$ cat src/rtl/ram_pkg.sv
// Shared types for the scanning RAM slice.
// Engine state encoding, host command decode and default geometry.
package ram_pkg;

    localparam int RAM_WIDTH = 16;
    localparam int RAM_DEPTH = 128;

    typedef enum logic [1:0] {
        IDLE,
        FILL,
        SCAN,
        DRAIN
    } state_t;

    typedef enum logic [1:0] {
        CMD_NONE,
        CMD_WR,
        CMD_RD
    } cmd_t;

    function automatic cmd_t host_cmd(
        input logic ce_n,
        input logic we_n,
        input logic oe_n
    );
        cmd_t cmd;
        cmd = CMD_NONE;
        unique case (1'b1)
            (!ce_n && !we_n):          cmd = CMD_WR;
            (!ce_n && we_n && !oe_n):  cmd = CMD_RD;
            default:                   cmd = CMD_NONE;
        endcase
        return cmd;
    endfunction

endpackage

$ cat src/rtl/ram_sp_core.sv
// Single-port synchronous storage array.
// Write and read both act on the rising edge; read data is registered.
module ram_sp_core
    import ram_pkg::*;
#(
    parameter int WIDTH  = RAM_WIDTH,
    parameter int DEPTH  = RAM_DEPTH,
    parameter int ADDR_W = $clog2(DEPTH)
) (
    input  logic              clk,
    input  logic              we,
    input  logic              re,
    input  logic [ADDR_W-1:0] addr,
    input  logic [WIDTH-1:0]  wdata,
    output logic [WIDTH-1:0]  rdata
);

    logic [WIDTH-1:0] mem [DEPTH];

    always_ff @(posedge clk) begin
        if (we) begin
            mem[addr] <= wdata;
        end
        if (re) begin
            rdata <= mem[addr];
        end
    end

endmodule

$ cat src/rtl/ram_scan_max.sv
// Single-port RAM with an on-chip FILL / max-SCAN engine.
// The host path owns the array in IDLE; the engine owns it otherwise.
module ram_scan_max
    import ram_pkg::*;
#(
    parameter int              WIDTH      = RAM_WIDTH,
    parameter int              DEPTH      = RAM_DEPTH,
    parameter int              ADDR_W     = $clog2(DEPTH),
    parameter logic [WIDTH-1:0] FILL_VALUE = {WIDTH{1'b1}}
) (
    input  logic              clk,
    input  logic              rst,
    input  logic              ce_n,
    input  logic              we_n,
    input  logic              oe_n,
    input  logic [ADDR_W-1:0] adrs,
    input  logic [WIDTH-1:0]  data_in,
    output logic [WIDTH-1:0]  data_out,
    output logic              rd_valid,
    input  logic              fill_start,
    input  logic              scan_start,
    output logic              busy,
    output logic              done,
    output logic [WIDTH-1:0]  max_value,
    output logic [ADDR_W-1:0] max_adrs
);

    localparam logic [ADDR_W-1:0] LAST = ADDR_W'(DEPTH - 1);

    state_t            state_q, state_d;
    logic [ADDR_W-1:0] ptr_q, ptr_d;
    logic              done_q, done_d;
    logic              rd_valid_q;
    logic              cmp_valid_q;
    logic [ADDR_W-1:0] cmp_adrs_q;
    logic [WIDTH-1:0]  max_value_q;
    logic [ADDR_W-1:0] max_adrs_q;
    logic [WIDTH-1:0]  data_hold_q;

    cmd_t              cmd;
    logic              host_wr, host_rd;
    logic              eng_we, eng_re;
    logic              clr_max;

    logic              mem_we, mem_re;
    logic [ADDR_W-1:0] mem_addr;
    logic [WIDTH-1:0]  mem_wdata;
    logic [WIDTH-1:0]  core_rdata;

    assign cmd     = host_cmd(ce_n, we_n, oe_n);
    assign host_wr = (state_q == IDLE) && (cmd == CMD_WR);
    assign host_rd = (state_q == IDLE) && (cmd == CMD_RD);

    always_comb begin
        state_d = state_q;
        ptr_d   = ptr_q;
        done_d  = 1'b0;
        eng_we  = 1'b0;
        eng_re  = 1'b0;
        clr_max = 1'b0;
        unique case (state_q)
            IDLE: begin
                if (fill_start) begin
                    state_d = FILL;
                    ptr_d   = '0;
                end else if (scan_start) begin
                    state_d = SCAN;
                    ptr_d   = '0;
                    clr_max = 1'b1;
                end
            end
            FILL: begin
                eng_we = 1'b1;
                ptr_d  = ptr_q + 1'b1;
                if (ptr_q == LAST) begin
                    state_d = IDLE;
                    ptr_d   = '0;
                    done_d  = 1'b1;
                end
            end
            SCAN: begin
                eng_re = 1'b1;
                ptr_d  = ptr_q + 1'b1;
                if (ptr_q == LAST) begin
                    state_d = DRAIN;
                    ptr_d   = '0;
                end
            end
            DRAIN: begin
                state_d = IDLE;
                done_d  = 1'b1;
            end
            default: begin
                state_d = IDLE;
            end
        endcase
    end

    // Nothing reaches the array while reset is asserted.
    assign mem_we    = !rst && (host_wr || eng_we);
    assign mem_re    = host_rd || eng_re;
    assign mem_addr  = (state_q == IDLE) ? adrs : ptr_q;
    assign mem_wdata = (state_q == IDLE) ? data_in : FILL_VALUE;

    ram_sp_core #(
        .WIDTH  (WIDTH),
        .DEPTH  (DEPTH),
        .ADDR_W (ADDR_W)
    ) u_core (
        .clk   (clk),
        .we    (mem_we),
        .re    (mem_re),
        .addr  (mem_addr),
        .wdata (mem_wdata),
        .rdata (core_rdata)
    );

    always_ff @(posedge clk) begin
        if (rst) begin
            state_q     <= IDLE;
            ptr_q       <= '0;
            done_q      <= 1'b0;
            rd_valid_q  <= 1'b0;
            cmp_valid_q <= 1'b0;
            cmp_adrs_q  <= '0;
            max_value_q <= '0;
            max_adrs_q  <= '0;
            data_hold_q <= '0;
        end else begin
            state_q     <= state_d;
            ptr_q       <= ptr_d;
            done_q      <= done_d;
            rd_valid_q  <= host_rd;
            cmp_valid_q <= eng_re;
            cmp_adrs_q  <= ptr_q;
            data_hold_q <= data_out;
            // Strict compare keeps the lowest address on ties.
            if (clr_max) begin
                max_value_q <= '0;
                max_adrs_q  <= '0;
            end else if (cmp_valid_q &&
                         core_rdata > max_value_q) begin
                max_value_q <= core_rdata;
                max_adrs_q  <= cmp_adrs_q;
            end
        end
    end

    // The array read register is shared with the engine, so host data
    // is taken from it only on the valid cycle and held otherwise.
    assign data_out  = rd_valid_q ? core_rdata : data_hold_q;
    assign rd_valid  = rd_valid_q;
    assign busy      = (state_q != IDLE);
    assign done      = done_q;
    assign max_value = max_value_q;
    assign max_adrs  = max_adrs_q;

endmodule

$ cat config.mk
export PLATFORM = sky130hd
export DESIGN_NAME = ram_scan_max
export DESIGN_NICKNAME = d
export VERILOG_FILES = /design/src/rtl/ram_pkg.sv /design/src/rtl/ram_sp_core.sv /design/src/rtl/ram_scan_max.sv
export SDC_FILE = /design/constraint.sdc
export NUM_CORES = 2
export LEC_CHECK = 0
export ABC_AREA = 1
export BUFFER_PORTS_ARGS = -buffer_cell sky130_fd_sc_hd__buf_2
export CAP_MARGIN = 10
export CORE_UTILIZATION = 60
export DETAILED_ROUTE_END_ITERATION = 12
export PLACE_DENSITY_LB_ADDON = 0.2
export RECOVER_POWER = 25
export SLEW_MARGIN = 20
export SYNTH_ARGS = -nofsm -noshare
export SYNTH_HDL_FRONTEND = slang
export SYNTH_HIERARCHICAL = 1
export SYNTH_SLANG_ARGS = --single-unit
$ cat constraint.sdc
create_clock -name clk -period 4 [get_ports clk]
set_input_delay 0.6 -clock clk [delete_from_list [all_inputs] [get_ports clk]]
set_output_delay 0.6 -clock clk [all_outputs]
set_load 0.02 [all_outputs]
==> reports/metrics.yaml <==
die_h_um: 389.7
grt_max_degree: 129
fmax_mhz: 258.3
holdPathEnd: "rd_valid"
cts_resized: 0
violations: "capacitance limit, slew limit"
cellLeakagePower_nw: 42.42
drive_gt1_share_pct: 7.575
tightest_slew_ps: 1846
path_clk_slew_ps: 60
finalCoreUtilization_pct: 68.08
cts_max_path_buffers: 3
final_common_cell: "nand2_1"
portBuffers: 71
postRouteAntennaNets: 0
fin_crit_sh_pct: 96.78
min_path_type: "input port to flop"
final_cell_mix: "5,779 x nand2_1, 2,064 x edfxtp_1, 365 x nor2_1"
core_um2: 148400
place.detailed.hpwl_mm: 153.0
synth.distinct_cells: 32
dieArea_um2: 151900
peakVddDrop_mv: 0.4249
r2r_start: "state_q[0]"
multi_input_area_um2: 24380
cts_hold_buf: 0
htreeDepth: 4
placementRows: 141
syn_nets: 9114
cts_made_buffers: 207
worstSetupPathType: "flop to flop"
fin_nets: 9293
syn_area_per_cell_um2: 9.951
drcViolationCount: 0
start_kind: "flop"
die_w_um: 389.7
vias: 64113
maxCapViolCount: 4
syn_inst: 9063
antenna_found_initial: 8
yosysSeqAreaShare_pct: 70.01
critPathRequiredTime_ps: 4350
cts_sinks: 2122
cp_data_arrival_time_ps: 4220
slowest_delay_ps: 1260
fill_cells: 11030
netlist.area_leader.share_pct: 68.73
tns_ps: 0
cp_common_cell: "inv_1"
drt_iter0_drc: 7510
layout.area.seq_um2: 63140
path_max_fanout: 128
reg2reg_slack_ps: 130
period_needed_ps: 3871
cp_slowest_cell: "buf_4"
viasPerCell: 5.617
drt-total-wl_mm: 252.6
p_total_mw: 69.31
relSlewSlack_pct: -23.08
status: "finished, violations left"
avgRoutedWirePerCell_um: 22.13
cts-root-buf: "clkbuf_16"
crit_chain: "inv_1, ha_1, inv_1, or2_2, buf_4"
powerDensity_nw_per_um2: 686.2
rsz0062_at_grt: "false"
dr.pass1.iters: 6
cts_setup_buffers: 0
gr-total-overflow: 0
io_pins: 72
ys_ff_latch: 2122
crit_start: "state_q[0]"
syn_to_final_growth_pct: 12.00
ff2ff_path_depth: 5
synth_area_leaders: "edfxtp_1 69%, nand2_1 24%, nor2_1 1.5%, buf_2 1.4%, dfxtp_1 1.3%"
min-delay-start: "oe_n"
synth_area_um2: 90180
worst_setup_path_end_kind: "flop"
grtUsageTotal_pct: 33.26
gp_congestion: 0.9768
setup_violations: 0
synth_warnings: 6
yosys.area.top_type: "edfxtp_1"
clock_latency_ps: 860
hold_violations: 0
final_max_slew_viol_count: 316
clock_skew_ps: 48.46
grt_pass1_wl_mm: 373.5
cts_tree: "built"
grt_pass1_vias: 59986
r2r_end: "u_core/mem[48][9]"
start_util_pct: 60.78
holdPathStages: 3
-- synth_stat cells, drive strengths merged --
| cell type | number |
|---|---|
| a21oi | 61 |
| edfxtp | 2064 |
| nor4 | 1 |
| nand2 | 5780 |
| nor2 | 373 |
| o21bai | 1 |
| o21a | 1 |
| ha | 21 |
| clkinv | 2 |
| nor3 | 2 |
| nand3 | 55 |
| xor2 | 1 |
| buf | 309 |
| dfxtp | 58 |
| nand4 | 2 |
| nand3b | 1 |
| o21ai | 18 |
| a211oi | 1 |
| o211ai | 2 |
| a21o | 1 |
| clkbuf | 145 |
| or2 | 28 |
| inv | 136 |
-- worst max path at each step --
stage	to	slack, ps	cells past startpoint
global route	u_core/mem[84][3]	60	5
detailed placement	u_core/rdata[10]	280	19
global placement	u_core/rdata[10]	300	19
CTS	u_core/mem[27][8]	230	9
floorplan	u_core/mem[104][0]	730	15
finish	u_core/mem[48][9]	130	5
-- final cells by class --
type	instances	area share (%)
tap	2002	2.480
inverter	138	0.5351
clock inverter	114	1.096
antenna	1	0.002477
sequential	2122	62.51
clock buffer	265	5.414
multi-input combinational	6349	24.13
timing repair buffer	424	3.828
-- worst max-delay path, delay by kind of cell (launching register included) --
family,cells,cell delay (ps)
fa+ha+maj,1,360
buf+inv,3,2160
flops,1,390
simple gates,1,250
-- logic make-up after synthesis --
logic type                 after synthesis  share of synthesized area (%)
and+or+nand+nor                       6242                          26.20
xor gates and xnor gates                 1                       0.009713
AOI/OAI and AO/OA                       85                         0.5064
adders and majority gates               21                         0.2913
buffers and inverters                  592                          2.975
DFF                                   2122                          70.01
-- state kept, by name, indices dropped and copies added (netlist names) --
register,cells
data_hold_q,16
cmp_adrs_q,7
max_value,16
cmp_valid_q,1
rd_valid,1
ptr_q,7
u_core/rdata,16
max_adrs,7
state_q,2
done,1
u_core/mem,2048
-- metal layers --
metal	share of wire [%]	track usage, %
met1	39	46.83
met2	46	51.53
met3	11	6.293
met4	4.1	13.31
met5	0.023	0
-- through the flow --
stage               instance area, µm²  hold slack [ps]  worst slack, ps  cells
floorplan                        90180            430.8            729.8   9063
global placement                 94640            456.9            300.1  11035
detailed placement               94640            461.0            281.8  11035
CTS                             101200            37.42            233.7  11414
global route                    101000            66.87            61.87  11414
finish                          101000            83.13            128.7  11415
-- power by group --
part	internal [mW]	switching (mW)	total, mW
sequential	26.7	0.309	27.0
combinational	5.60	17.9	23.5
clock	10.5	8.31	18.8
total	42.8	26.5	69.3
No activity file was read; power rests on OpenSTA's default activity.
